## config.mk

```make
export PLATFORM = sky130hd
export DESIGN_NAME = stream_fifo
export DESIGN_NICKNAME = d
export VERILOG_FILES = /design/src/rtl/stream_fifo.sv
export SDC_FILE = /design/constraint.sdc
export NUM_CORES = 1
export LEC_CHECK = 0
export ABC_AREA = 1
export CAP_MARGIN = 20
export CORE_MARGIN = 5
export CORE_UTILIZATION = 62
export CTS_CLUSTER_SIZE = 40
export DETAILED_ROUTE_END_ITERATION = 8
export DONT_BUFFER_PORTS = 1
export PLACE_DENSITY = 0.88
export SETUP_SLACK_MARGIN = 0.1
export SLEW_MARGIN = 20
export SYNTH_ARGS = -nofsm -noshare
export SYNTH_HDL_FRONTEND = slang
export SYNTH_SLANG_ARGS = --single-unit
```

## constraint.sdc

```tcl
create_clock -name clk -period 2.8 [get_ports clk]
set_input_delay 0.28 -clock clk [delete_from_list [all_inputs] [get_ports clk]]
set_output_delay 0.28 -clock clk [all_outputs]
set_load 0.02 [all_outputs]
```

## src/rtl/stream_fifo.sv

```systemverilog
// Registered valid/ready FIFO, DEPTH x WIDTH; optional occupancy port via STREAM_FIFO_COUNT_EN.
// Latency: 1 cycle push-to-head, no fall-through; sustains one beat per cycle.
// Backpressure: in_ready depends only on registered occupancy, so no ready path crosses the FIFO.
module stream_fifo #(
  parameter int WIDTH = 32,
  parameter int DEPTH = 4
) (
  input  logic                     clk,
  input  logic                     rst,
  input  logic [WIDTH-1:0]         in_data,
  input  logic                     in_valid,
  output logic                     in_ready,
  output logic [WIDTH-1:0]         out_data,
  output logic                     out_valid,
  input  logic                     out_ready
`ifdef STREAM_FIFO_COUNT_EN
  ,
  output logic [$clog2(DEPTH):0]   count
`endif
);

  localparam int AW = $clog2(DEPTH);
  localparam logic [AW:0] OCC_FULL = (AW+1)'(DEPTH);

  logic [WIDTH-1:0] mem [DEPTH];
  logic [AW-1:0]    wp;
  logic [AW-1:0]    rp;
  logic [AW:0]      occ;
  logic             push;
  logic             pop;

  // Both sides are masked during reset so handshakes in that cycle are ignored.
  assign in_ready  = !rst && (occ != OCC_FULL);
  assign out_valid = !rst && (occ != '0);
  assign out_data  = out_valid ? mem[rp] : '0;

  assign push = in_valid && in_ready;
  assign pop  = out_valid && out_ready;

`ifdef STREAM_FIFO_COUNT_EN
  assign count = rst ? '0 : occ;
`endif

  always_ff @(posedge clk) begin
    if (rst) begin
      wp  <= '0;
      rp  <= '0;
      occ <= '0;
    end else begin
      if (push) wp <= wp + 1'b1;
      if (pop)  rp <= rp + 1'b1;
      case ({push, pop})
        2'b10:   occ <= occ + 1'b1;
        2'b01:   occ <= occ - 1'b1;
        default: occ <= occ;
      endcase
    end
  end

  // Payload storage carries no reset; validity is tracked solely by occ.
  always_ff @(posedge clk) begin
    if (push) mem[wp] <= in_data;
  end

endmodule
```

==> impl_metrics.csv <==
group,metric,value,unit
status,status,"finished clean",
cts,clock_sinks,137,
cts,cts_buffer_depth,2,
pwr,ir_drop,556,µV
synth,synthesis.instances,448,
global_route,grt_pass1_vias,3985,
place,place_area,5790,µm²
sta,finalSetupTns,0,ps
pwr,power_density,758,nW/µm²
sta,drv_slew,0,
detailed_routing,wl,13.1,mm
synth,synth_compound_area_frac,0.0925,
floorplan,io_pins,70,
pwr,switching_power,1.31,mW
cts,clockRootBuffer,"clkbuf_8",
worst_setup_path,arrival,2270,ps
sta,relSlewSlack,0.262,
place,hpwl,6.79,mm
hold_path,hold_class,"primary input to register",
pwr,p_int,3.78,mW
sta,rsz0062_at_grt,"false",
synth,synth_nets,490,
sta,tightestPinTransition,1110,ps
detailed_routing,detail_route.first_pass.iterations,5,
worst_setup_path,rrSetupSlack,540,ps
worst_setup_path,cp-start-kind,"register",
floorplan,die_area,10800,µm²
detailed_routing,routed-via-count,3832,
global_route,grt-ovfl-total,0,
global_route,grt_pass1_wl,20.6,mm
sta,fin_worst_skew,10.6,ps
cts,cts_tree,"yes",
final_layout,nets,562,
cts,clkSlewWorstSetupHoldPaths,60,ps
synth,ys_ff_latch,137,
global_route,grt_usage,0.246,
final_layout,area_growth,22.7,%
worst_setup_path,cp_max_fo,32,
synth,synthArstFlopShare,0,
synth,synth_warnings,0,
final_layout,finish.utilization,0.777,
floorplan,fp.coreArea,8640,µm²
place,gp_routability_congestion,0.819,
synth,ys_seq_area_frac,0.736,
pwr,power_leakage,2.45,nW
final_layout,diodes,0,
pwr,seqPwrFrac,0.458,
synth,synth-simple-area-share,0.113,
sta,final_hold_viol_count,0,
synth,synth-edff-count,128,
cts,cts-htree-levels,4,
detailed_routing,via_per_inst,5.98,
sta,period_share,0.912,
global_route,grt_max_degree,65,
cts,cts.repair.resized,0,
detailed_routing,drtIter0Drc,319,
synth,synth-xor-area-share,0.00160,
cts,cts_setup_buffers,0,
final_layout,drive_above_1_share,0.150,
synth,synth_top_family_by_area,"simple AND/OR/NAND/NOR gates",
final_layout,fin_cells,641,
detailed_routing,drc,0,
sta,setup_viol,0,
cts,clkLatencyLatePin,520,ps
global_route,antenna_found_initial,0,
final_layout,fin_area,6710,µm²
floorplan,die_h,104,µm
cts,numCtsBuffers,17,
floorplan,fp-row-count,34,
pwr,p_clk_frac,0.428,
pwr,combPwrFrac,0.115,
worst_setup_path,critPathRequiredTime,2520,ps
place,portBuffers,0,
place,place_inst,575,
final_layout,fillers,463,
synth,syn_area,5460,µm²
detailed_routing,wl_per_cell,20.5,µm
pwr,p_sw_frac,0.257,
run,maxCapViolations,0,
detailed_routing,drtAntennaViolNets,0,
floorplan,die_x,104,µm
synth,synth.avg_cell_area,12.2,µm²
synth,synth-main-ff-cell,"edfxtp_1",
synth,synthAdderAreaFrac,0.0151,
floorplan,start_util,0.633,
sta,final.min_clock_period,2550,ps
cts,holdBufCountCts,34,
synth,muxShareOfSynthArea,0,
sta,timing.hold.ws,19.3,ps
synth,synth_cell_types,18,
worst_setup_path,critPathKind,"register to primary output",
sta,max_freq,392,MHz
worst_setup_path,cp-end-kind,"primary output",
==> worst paths after layout <==
| path | from | to | cells past startpoint |
|---|---|---|---|
| setup / recovery | register | out_data[9] | 5 |
| hold / removal | out_ready | rp[0] | 3 |
| setup reg to reg | occ[1] | occ[2] | 11 |
| hold reg to reg | occ[0] | occ[0] | 2 |
==> metrics by stage <==
step | setup WS (ps) | total power, mW
finish | 247 | 5.09
global route | 148 | 5.24
CTS | 289 | 5.05
detailed placement | 597 | 2.87
global placement | 766 | 2.84
floorplan | 357 | 2.72
==> synth_stat cells (3+ instances only) <==
master	instances	area, µm²
dfxtp_1	9	180
o21ai_1	38	190
nand2_1	14	52.6
a21oi_1	35	175
nor2_1	140	526
clkbuf_1	8	30.0
edfxtp_1	128	3840
buf_6	7	78.8
buf_2	5	25.0
ha_1	5	62.6
buf_4	3	22.5
inv_1	17	63.8
o21ai_0	28	140
nand3_1	5	25.0
==> cell usage in the layout (no fill, tap or decap) <==
cell	instances
nor2_1	136
clkinv_4	1
nand3_1	5
dfxtp_2	1
buf_4	42
clkbuf_16	16
fa_1	1
a21oi_1	35
inv_1	17
ha_1	5
edfxtp_1	128
xor2_1	1
clkbuf_8	1
nand4_1	2
inv_6	6
clkinvlp_4	5
clkinv_1	1
dlygate4sd3_1	34
nor2_4	4
nand2_1	14
dfxtp_1	8
o21ai_1	38
bufinv_16	2
inv_2	2
o21ai_0	28
==> power groups by stage <==
stage | Combinational (mW) | Sequential [mW] | Clock [mW]
floorplan | 0.352 | 2.36 | 0
global placement | 0.477 | 2.37 | 0
detailed placement | 0.497 | 2.37 | 0
CTS | 0.567 | 2.33 | 2.16
global route | 0.634 | 2.33 | 2.28
finish | 0.583 | 2.33 | 2.17
==> worst max-delay path: stages, from the launching register on <==
cell,delay [ps]
dfxtp_1,320
inv_1,800
nor2_1,140
o21ai_0,160
a21oi_1,140
buf_4,190
==> state kept, by name, indices dropped and copies added, names as in the netlist, named ones only <==
register and flops:
mem 128, occ 3, rp 2, wp 2
==> cells by family (layout without fill, tap and decap cells) <==
| group | Yosys count | after routing |
|---|---|---|
| buffers and inverters | 42 | 127 |
| xor gates and xnor gates | 1 | 1 |
| AOI/OAI and AO/OA | 101 | 101 |
| and+or+nand+nor | 161 | 161 |
| adders and majority gates | 6 | 6 |
| DFF | 137 | 137 |
==> per-layer routing <==
layer  GRT usage  part of all wire  up-vias
met1       0.280              0.34     1860
met5           0                 0        -
li1            -                 -     1703
met4      0.0870             0.027        0
met2       0.442              0.54      230
met3      0.0689             0.086       39
==> cell type report <==
cell class,count,area [µm²],share of cell area
Inverter,19,71.3,0.0106
Tap cell,108,135,0.0201
Sequential cell,137,4030,0.600
Multi-Input combinational cell,269,1240,0.185
Clock buffer,17,414,0.0618
Timing Repair Buffer,76,656,0.0978
Clock inverter,15,163,0.0243
(Power assumes the default switching activity.)
